File: src/rtl/traffic_light_ctrl_if.sv
// Control inputs and lamp/countdown outputs of the two-road traffic light sequencer.
// The master side drives enable and pedestrian request; the controller is the slave.
interface traffic_light_ctrl_if;
  logic       en;
  logic       ped_req;
  logic [2:0] ns_light;
  logic [2:0] ew_light;
  logic [3:0] bcd_tens;
  logic [3:0] bcd_ones;
  logic [2:0] phase;

  modport master (
    output en, ped_req,
    input  ns_light, ew_light, bcd_tens, bcd_ones, phase
  );

  modport slave (
    input  en, ped_req,
    output ns_light, ew_light, bcd_tens, bcd_ones, phase
  );
endinterface

File: src/rtl/traffic_light_ctrl.sv
// Six-phase two-road traffic light sequencer with a per-second BCD countdown
// and pedestrian-request green shortening.
module traffic_light_ctrl #(
  parameter int CLK_DIV  = 4,
  parameter int GREEN_T  = 15,
  parameter int YELLOW_T = 3,
  parameter int CLEAR_T  = 2,
  parameter int PED_T    = 5
) (
  input  logic                 clk,
  input  logic                 rst_n,
  traffic_light_ctrl_if.slave  tl
);

  localparam int PW = $clog2(CLK_DIV);
  localparam logic [PW-1:0] PRESC_MAX = PW'(CLK_DIV - 1);
  localparam logic [7:0] GREEN_BCD  = {4'(GREEN_T / 10),  4'(GREEN_T % 10)};
  localparam logic [7:0] YELLOW_BCD = {4'(YELLOW_T / 10), 4'(YELLOW_T % 10)};
  localparam logic [7:0] CLEAR_BCD  = {4'(CLEAR_T / 10),  4'(CLEAR_T % 10)};
  localparam logic [7:0] PED_BCD    = {4'(PED_T / 10),    4'(PED_T % 10)};

  localparam logic [2:0] LAMP_R = 3'b100;
  localparam logic [2:0] LAMP_Y = 3'b010;
  localparam logic [2:0] LAMP_G = 3'b001;

  typedef enum logic [2:0] {
    S_NSG = 3'd0,
    S_NSY = 3'd1,
    S_AR1 = 3'd2,
    S_EWG = 3'd3,
    S_EWY = 3'd4,
    S_AR2 = 3'd5
  } state_t;

  function automatic state_t next_state(input state_t s);
    case (s)
      S_NSG:   return S_NSY;
      S_NSY:   return S_AR1;
      S_AR1:   return S_EWG;
      S_EWG:   return S_EWY;
      S_EWY:   return S_AR2;
      default: return S_NSG;
    endcase
  endfunction

  function automatic logic [7:0] load_val(input state_t s);
    case (s)
      S_NSG, S_EWG: return GREEN_BCD;
      S_NSY, S_EWY: return YELLOW_BCD;
      default:      return CLEAR_BCD;
    endcase
  endfunction

  // Returns {ns, ew} lamp patterns.
  function automatic logic [5:0] lamps(input state_t s);
    case (s)
      S_NSG:   return {LAMP_G, LAMP_R};
      S_NSY:   return {LAMP_Y, LAMP_R};
      S_EWG:   return {LAMP_R, LAMP_G};
      S_EWY:   return {LAMP_R, LAMP_Y};
      default: return {LAMP_R, LAMP_R};
    endcase
  endfunction

  function automatic logic [7:0] bcd_dec(input logic [7:0] v);
    if (v[3:0] == 4'd0) return {v[7:4] - 4'd1, 4'd9};
    return {v[7:4], v[3:0] - 4'd1};
  endfunction

  state_t          state_q, state_d;
  logic [PW-1:0]   presc_q, presc_d;
  logic [7:0]      cnt_q, cnt_d;
  logic            ped_q, ped_d;
  logic [2:0]      ns_q, ns_d, ew_q, ew_d;
  logic            tick;
  logic            green;

  always_comb begin
    state_d = state_q;
    presc_d = presc_q;
    cnt_d   = cnt_q;
    ns_d    = ns_q;
    ew_d    = ew_q;
    tick    = tl.en && (presc_q == PRESC_MAX);
    green   = (state_q == S_NSG) || (state_q == S_EWG);
    // Requests latch even while frozen; a request in a shortening tick is kept.
    ped_d   = ped_q | (green & tl.ped_req);

    if (tl.en) presc_d = tick ? '0 : presc_q + 1'b1;

    if (tick) begin
      if (cnt_q == 8'h01) begin
        state_d      = next_state(state_q);
        cnt_d        = load_val(state_d);
        {ns_d, ew_d} = lamps(state_d);
        ped_d        = 1'b0;
      end else if (green && ped_q && (cnt_q > PED_BCD)) begin
        // BCD ordering matches numeric ordering, so a plain compare is safe.
        cnt_d = PED_BCD;
        ped_d = tl.ped_req;
      end else begin
        cnt_d = bcd_dec(cnt_q);
      end
    end
  end

  always_ff @(posedge clk or negedge rst_n) begin
    if (!rst_n) begin
      state_q <= S_NSG;
      presc_q <= '0;
      cnt_q   <= GREEN_BCD;
      ped_q   <= 1'b0;
      ns_q    <= LAMP_G;
      ew_q    <= LAMP_R;
    end else begin
      state_q <= state_d;
      presc_q <= presc_d;
      cnt_q   <= cnt_d;
      ped_q   <= ped_d;
      ns_q    <= ns_d;
      ew_q    <= ew_d;
    end
  end

  assign tl.phase    = state_q;
  assign tl.ns_light = ns_q;
  assign tl.ew_light = ew_q;
  assign tl.bcd_tens = cnt_q[7:4];
  assign tl.bcd_ones = cnt_q[3:0];

endmodule

File: src/flat_wrapper.sv
// flat-port wrapper written by rule: the top's interface ports become plain ports
module traffic_light_ctrl_flat 
#(
  parameter int CLK_DIV  = 4,
  parameter int GREEN_T  = 15,
  parameter int YELLOW_T = 3,
  parameter int CLEAR_T  = 2,
  parameter int PED_T    = 5
)
  (clk, rst_n, tl_en, tl_ped_req, tl_ns_light, tl_ew_light, tl_bcd_tens, tl_bcd_ones, tl_phase);
  traffic_light_ctrl_if tl_i ();
  input  logic clk;
  input  logic rst_n;
  input wire logic [$bits(tl_i.en)-1:0] tl_en;
  input wire logic [$bits(tl_i.ped_req)-1:0] tl_ped_req;
  output wire logic [$bits(tl_i.ns_light)-1:0] tl_ns_light;
  output wire logic [$bits(tl_i.ew_light)-1:0] tl_ew_light;
  output wire logic [$bits(tl_i.bcd_tens)-1:0] tl_bcd_tens;
  output wire logic [$bits(tl_i.bcd_ones)-1:0] tl_bcd_ones;
  output wire logic [$bits(tl_i.phase)-1:0] tl_phase;
  assign tl_i.en = tl_en;
  assign tl_i.ped_req = tl_ped_req;
  assign tl_ns_light = tl_i.ns_light;
  assign tl_ew_light = tl_i.ew_light;
  assign tl_bcd_tens = tl_i.bcd_tens;
  assign tl_bcd_ones = tl_i.bcd_ones;
  assign tl_phase = tl_i.phase;
  traffic_light_ctrl #(.CLK_DIV(CLK_DIV), .GREEN_T(GREEN_T), .YELLOW_T(YELLOW_T), .CLEAR_T(CLEAR_T), .PED_T(PED_T)) u_core (.clk(clk), .rst_n(rst_n), .tl(tl_i));
endmodule
File: config.mk
export PLATFORM = sky130hd
export DESIGN_NAME = traffic_light_ctrl_flat
export DESIGN_NICKNAME = d
export VERILOG_FILES = /design/src/rtl/traffic_light_ctrl_if.sv /design/src/rtl/traffic_light_ctrl.sv /design/src/flat_wrapper.sv
export SDC_FILE = /design/constraint.sdc
export NUM_CORES = 1
export LEC_CHECK = 0
export CAP_MARGIN = 40
export CORE_MARGIN = 10
export CORE_UTILIZATION = 35
export CTS_CLUSTER_DIAMETER = 150
export DETAILED_ROUTE_END_ITERATION = 8
export PLACE_DENSITY = 0.59
export SLEW_MARGIN = 30
export SYNTH_ARGS = -nofsm -noshare
export SYNTH_HDL_FRONTEND = slang
export SYNTH_SLANG_ARGS = --single-unit
File: constraint.sdc
create_clock -name clk -period 2.7 [get_ports clk]
set_clock_uncertainty 0.2 [all_clocks]
set_input_delay 0.54 -clock clk [delete_from_list [all_inputs] [get_ports clk]]
set_output_delay 0.54 -clock clk [all_outputs]
set_load 0.1 [all_outputs]
# Word-level counts from Yosys, hierarchy flattened
# Cells that the tools add are included.
word_totals:
  reg_bits: 20
  inputBits: 4
  output_inout_bits: 17
  word_cells: 51
op_classes:
  add_sub_neg: 3
  order_cmp: 1
  n_eq_ne: 9
  n_mux: 17
  bitwise_logic: 2
  n_reduce_logical: 12
ops:
  columns: ["cell", "count"]
  rows:
  - ["$mux W8", 4]
  - ["$pmux W6 S4", 1]
  - ["$pmux W3 S5", 1]
  - ["$pmux W5 S2", 1]
  - ["$eq A3 B2 Y1 const B", 3]
  - ["$eq A8 B1 Y1 const B", 1]
  - ["$gt A8 B3 Y1 const B", 1]
  - ["$sub A4 B1 Y4 const B", 2]
  - ["$mux W1", 7]
  - ["$eq A3 B1 Y1 const B", 2]
  - ["$eq A3 B3 Y1 const B", 2]
  - ["$logic_not A3 Y1", 2]
  - ["$mux W3", 2]
  - ["$logic_not A4 Y1", 1]
  - ["$reduce_and A2 Y1", 2]
  - ["$reduce_or A2 Y1", 2]
  - ["$logic_and A1 B1 Y1", 3]
  - ["$reduce_bool A3 Y1", 1]
  - ["$add A2 B1 Y2 const B", 1]
  - ["$eq A2 B2 Y1 const B", 1]
  - ["$mux W2", 1]
  - ["$and A1 B1 Y1", 1]
  - ["$logic_or A1 B1 Y1", 1]
  - ["$or A1 B1 Y1", 1]

# Logic depth before layout (Yosys ltp)
# Gate-level depths: netlist of run 1.
logic_depth:
  depth_word: 10
  ltp_mapped: 7
  mapped_depth_nobuf: 7

# Least setup slack after synthesis of run 1
# No wires, ideal clock.
synth_timing:
  path_kind: "register to register"
  from: "reg u_core.cnt_q[1]"
  to: "reg u_core.cnt_q[4]"
  setup_time_ns: 0.077
  t_arrival_ns: 2.307
  t_required_ns: 2.423
  path_slack_ns: 0.117
  stages_incl_launch_ff: 8
  path_buffers: 0
  synth_period_minus_slack_ns: 2.583
  path_cell_list: "dfrtp_1 -> inv_1 -> ha_1 -> nor3b_1 -> nor3b_4 -> o32ai_2 -> nand2_2 -> a21o_1"
synth_between:
  elab_chain_len: 7
  word_cells_on_any_way: 12
  classes_between: "order compare (1); eq/ne (1); mux (6); reduce/logical (4)"
synth_rtl:
  columns: ["element", "line", "text"]
  rows:
  - ["start: declaration", "traffic_light_ctrl.sv:72", "logic [7:0] cnt_q, cnt_d;"]
  - ["start signal: assignment", "traffic_light_ctrl.sv:118", "cnt_q <= cnt_d;"]
  - ["$logic_not A4 Y1", "traffic_light_ctrl.sv:66", "if (v[3:0] == 4'd0) return {v[7:4] - 4'd1, 4'd9};"]
  - ["$mux W1", "traffic_light_ctrl.sv:66", null]
  - ["$mux W1", "traffic_light_ctrl.sv:97", "end else if (green && ped_q && (cnt_q > PED_BCD)) begin"]
  - ["$mux W1", "traffic_light_ctrl.sv:92", "if (cnt_q == 8'h01) begin"]
  - ["$mux W1", "traffic_light_ctrl.sv:91", "if (tick) begin"]
  - ["$reduce_bool A3 Y1 (no source line)", null, null]
  - ["$reduce_and A2 Y1 (no source line)", null, null]
# Several ways; a longest one is shown, not always the timed one. The select of a mux whose other input is x is not followed.
# A chain may end at the register's enable or synchronous reset.

# Worst setup path after layout of run 1
layout_timing:
  from: "reg u_core.cnt_q[0]"
  to: "reg u_core.cnt_q[6]"
# The elaborated chain is that of the path after synthesis.

==> results of run 1 <==
## routing by layer
layer,part of all wire [%],up-vias
met5,0,-
met4,1.7,0
met3,2.8,4
met2,49,9
met1,47,416
li1,-,451
## Yosys cell counts (all sizes together)
cell	n	area, sq um
xor2	2	17.5
dfrtp	15	375
nand4	1	12.5
o21a	2	15.0
or2	1	6.26
dfstp	5	131
inv	4	15.0
nand3	1	5.00
clkbuf	3	11.3
a21oi	6	30.0
a21o	3	22.5
o21ai	11	55.1
nor2b	1	6.26
nor3	2	10.0
buf	2	10.0
or3	1	6.26
nand2	14	55.1
nor3b	3	45.1
or3b	1	11.3
ha	4	50.1
o2bb2ai	3	26.3
a41oi	1	8.76
a211oi	1	7.51
and2	1	6.26
o2111ai	1	15.0
o32ai	2	25.0
nand2b	2	12.5
and3b	1	8.76
o21ba	1	10.0
nor4b	1	8.76
mux2i	3	30.0
nor2	6	22.5
o31ai	3	22.5
mux2	1	11.3
xnor2	1	8.76
o41ai	2	17.5
## stage by stage
step,hold WS (ns),worst slack [ns],util (%),cells
6_report,0.272,0.520,45.4,178
5_1_grt,0.288,0.375,45.4,178
4_1_cts,0.275,0.521,45.4,178
3_5_place_dp,0.257,0.449,43.7,174
3_3_place_gp,0.253,0.538,43.7,174
2_1_floorplan,0.0444,0.117,-,112
## final cells by class
type | count | area share (%)
clock buffers | 3 | 1.61
repair buffers | 23 | 12.9
inverters | 4 | 1.07
multi-input cells | 83 | 42.1
clock inverters | 1 | 2.15
well taps | 44 | 3.94
flip-flops and latches | 20 | 36.2
## logic make-up (layout without fill, tap and decap cells)
logic type / count (synthesis) / after routing / share of synthesized area, %
simple gates: 36 / 36 / 19.1
flops: 20 / 20 / 44.8
xor+xnor: 3 / 3 / 2.32
mux: 4 / 4 / 3.65
fa+ha+maj: 4 / 4 / 4.42
buf+inv: 9 / 31 / 3.20
compound gates: 36 / 36 / 22.5
## critical path, delay by kind of cell, from the launching register on
kind	cells	cell delay [ns]
compound gates	2	0.31
fa+ha+maj	1	0.28
buf+inv	1	0.08
flops	1	0.59
simple gates	3	0.60
## registers in the layout (all words and copies together) (netlist names)
| signal | flops |
|---|---|
| u_core.cnt_q | 8 |
| u_core.ped_q | 1 |
| u_core.presc_q | 2 |
| u_core.tl.ew_light | 3 |
| u_core.tl.ns_light | 3 |
| u_core.tl.phase | 3 |
## how the worst min path moves through the flow
stage	startpoint	to	slack, ns	cells after the start
finish	u_core.tl.ns_light[0]	u_core.tl.ns_light[0]	0.27	2
global route	u_core.tl.ns_light[0]	u_core.tl.ns_light[0]	0.29	2
CTS	u_core.tl.ns_light[0]	u_core.tl.ns_light[0]	0.28	2
global placement	u_core.tl.ns_light[0]	u_core.tl.ns_light[0]	0.25	2
floorplan	rst_n	u_core.cnt_q[1]	0.04	0
detailed placement	u_core.tl.ns_light[0]	u_core.tl.ns_light[0]	0.26	2
## layout by cell type, fill, tap and decap left out, drive strengths merged, types with 2 or more instances in the layout
cell type,instances
o41ai,2
ha,4
o31ai,3
o32ai,2
nor3,2
xor2,2
clkbuf,3
nand2,14
nor2,6
dfstp,5
o21ai,11
clkdlybuf4s50,3
buf,20
o2bb2ai,3
dfrtp,15
mux2i,3
o21a,2
nand2b,2
a21oi,6
a21o,3
inv,4
nor3b,3
==> impl_metrics.yaml, run 1 <==
outcome:
  outcome: "finished, final reports clean"
global_routing:
  globalRouteMet3Util_pct: 1.75
  antenna_found_initial: 0
  grtUsageMet2_pct: 13.1
  grt_pass1_wl_um: 4110
  grt_pass1_vias: 846
  grt_max_degree: 21
  top_usage_layer: "met2"
  gr-usage-all-layers_pct: 8.24
  grt-ovfl-total: 0
  grt_use_met1_pct: 10.3
synthesis:
  synthCells: 112
  syn-num-nets: 120
  ys_seq_area_share_pct: 44.8
  synth-seq-cells: 20
  netlist-cell-type-count: 40
  syn_area_per_cell_sq_um: 10.1
  synth_warnings: 0
  syn_area_sq_mm: 0.00113
clocking:
  root_buffer: "clkbuf_4"
  clockBufferDepth: 2
  cts_buffers: 3
  worstSkewPairLatency_ns: 0.31
  tritoncts: "built"
  cts_resized: 0
  cts_hold_buf: 0
  htreeDepth: 1
  clkTransAtPathRegs_ns: 0.12
  postCtsSetupBuffers: 0
  cts.sinks: 20
routing:
  ant_nets: 0
  drt_first_pass_iters: 4
  wl_per_cell_um: 13.6
  routed_via_density: 4.94
  via_count: 880
  drcViolationCount: 0
  drt_iter0_drc: 50
  drt_wl_total_um: 2420
critical_path:
  crit_type: "flop to flop"
  cp_slowest_cell: "dfstp_2"
  r2r_start: "u_core.cnt_q[0]"
  critPathCapture: "u_core.cnt_q[6]"
  reg2regPathDepth: 7
  setup.worst_path.start: "u_core.cnt_q[0]"
  cp.required_ns: 2.70
  slowest_delay_ns: 0.59
  cp_data_arrival_time_ns: 2.18
  cp_cell_sequence: "inv_1, ha_1, nor3b_1, nor3b_4, o32ai_2, nand2_2, o2bb2ai_1"
  crit_fanout: 6
  reg2reg_slack_ns: 0.52
  cp-start-kind: "flop"
  rr_endpoint: "u_core.cnt_q[6]"
  cp-end-kind: "flop"
timing:
  rsz0062_at_grt: "no"
  report.final.slew_viol_count: 0
  max-slew-margin-rel_pct: 68.5
  tightest_slew_ns: 0.473
  setup_viol: 0
  fin_crit_sh_pct: 80.8
  finalHoldViolCount: 0
  clock.fmax_ghz: 0.459
  tns_ns: 0
  period_minus_slack_ns: 2.18
final_layout:
  seq_area_sq_um: 507
  area_growth_pct: 23.5
  multi_input_area_sq_um: 589
  fillers: 294
  diodes: 0
  drive_gt1_share_pct: 27.6
  nets: 143
  final_design_area_no_fill_sq_mm: 0.00140
placement:
  dp_hpwl_um: 1800
  gp_congestion: 0.751
  io_buffers: 20
  place_area_sq_mm: 0.00135
die:
  rows: 20
  ios: 21
  dieArea_sq_mm: 0.00591
  fp.dieW_um: 76.9
  dieHeight_um: 76.9
  start_util_pct: 36.8
  coreArea_sq_mm: 0.00308
hold_path:
  hold_path.class: "flop to flop"
job:
  drv_cap: 0
Power of run 1 is not shown: default switching activity piles up to over one toggle a cycle in this logic, so the estimate is an artifact.
==> run 2: changes to the inputs <==
==> constraint.sdc (replaced) <==
create_clock -name clk -period 2.25 [get_ports clk]
set_clock_uncertainty 0.2 [all_clocks]
set_input_delay 0.45 -clock clk [delete_from_list [all_inputs] [get_ports clk]]
set_output_delay 0.45 -clock clk [all_outputs]
set_load 0.1 [all_outputs]
==> impl_metrics.yaml, run 2 (synthesized netlist as in run 1, its figures left out) <==
final_layout:
  area_growth_pct: 45.1
  diodes: 0
  nets: 149
  drive_gt1_share_pct: 37.9
  final_cell_mix: "buf_4, nand2_1, buf_12, dfrtp_1, o21ai_1"
  largest_register: "u_core.cnt_q"
  final_common_cell: "buf_4"
  final_design_area_no_fill_sq_mm: 0.00164
  largest_register_ffs: 8
  final_util_pct: 53.4
  fin_cells: 184
  fillers: 284
timing:
  period_minus_slack_ns: 2.14
  tightest_slew_ns: 0.456
  max-slew-margin-rel_pct: 69.5
  clock.fmax_ghz: 0.467
  whs_ns: 0.251
  report.final.slew_viol_count: 0
  fin_crit_sh_pct: 95.1
  setup_viol: 0
  finalHoldViolCount: 0
global_routing:
  antenna_found_initial: 0
  grt_pass1_wl_um: 4570
  gr-usage-all-layers_pct: 9.08
  grt_pass1_vias: 954
  grt_max_degree: 21
  grt-ovfl-total: 0
die:
  coreArea_sq_mm: 0.00308
  dieHeight_um: 76.9
  rows: 20
  ios: 21
  fp.dieW_um: 76.9
  dieArea_sq_mm: 0.00591
  start_util_pct: 36.8
routing:
  ant_nets: 0
  routed_via_density: 5.15
  via_count: 948
  drt_first_pass_iters: 2
  wl_per_cell_um: 14.1
  drt_wl_total_um: 2590
  drt_iter0_drc: 77
  drcViolationCount: 0
clocking:
  cts.sinks: 20
  cts_buffers: 3
  tritoncts: "built"
  root_buffer: "clkbuf_4"
  worstSkewPairLatency_ns: 0.31
  htreeDepth: 1
  clockBufferDepth: 2
  clkTransAtPathRegs_ns: 0.13
  cts_hold_buf: 0
placement:
  place_area_sq_mm: 0.00154
  gp_congestion: 0.760
  dp.cells: 179
  dp_hpwl_um: 1890
  io_buffers: 20
critical_path:
  cp-end-kind: "flop"
  crit_type: "flop to flop"
  reg2reg_slack_ns: 0.11
  reg2regPathDepth: 7
  cp-start-kind: "flop"
  cp_data_arrival_time_ns: 2.15
  cp.required_ns: 2.26
  crit_fanout: 7
outcome:
  outcome: "finished, final reports clean"
job:
  drv_cap: 0
hold_path:
  hold_path.class: "input port to async pin"
-- run 2: metrics by stage --
| step | setup slack [ns] | setup TNS [ns] |
|---|---|---|
| floorplan | 0.0124 | 0 |
| global placement | 0.0550 | 0 |
| detailed placement | 0.0588 | 0 |
| CTS | 0.0513 | 0 |
| global route | -0.00418 | -0.00677 |
| finish | 0.110 | 0 |
-- run 2: layout make-up --
class / instances / area [sq um] / area share (%)
timing repair buffer: 29 / 363 / 22.1
inverter: 4 / 15.0 / 0.914
tap: 44 / 55.1 / 3.35
clock buffer: 3 / 22.5 / 1.37
multi-input combinational: 83 / 638 / 38.8
sequential: 20 / 519 / 31.6
clock inverter: 1 / 30.0 / 1.83
-- run 2: per-layer routing --
layer	vias to the layer above	GRT usage (%)	part of all wire, %
li1	465	-	-
met1	466	11.3	46
met2	15	14.3	49
met3	2	3.50	4.6
met4	0	2.23	0.62
met5	-	0	0
-- run 2: critical path, cell delays in order (launching register included) --
cell       delay, ns
dfstp_4         0.51
inv_1           0.09
ha_4            0.14
nor3b_4         0.34
a21oi_2         0.10
o32ai_2         0.36
nand2_2         0.15
o2bb2ai_1       0.15
-- run 2: worst paths after layout --
path                                            start                     to
worst max register to register        u_core.cnt_q[4]        u_core.cnt_q[5]
worst min-delay path                            rst_n        u_core.cnt_q[3]
worst max-delay path                  u_core.cnt_q[4]        u_core.cnt_q[5]
min in group clk                u_core.tl.ew_light[2]  u_core.tl.ew_light[2]
worst min register to register  u_core.tl.ew_light[2]  u_core.tl.ew_light[2]
max in group asynchronous                       rst_n  u_core.tl.ns_light[0]
-- run 2: timing repair --
action / in CTS / in global routing
resized for setup: 0 / 7
buffers inserted: 0 / 1
endpoints found under the setup margin: 0 / 10
Power of run 2 is left out for the same reason.
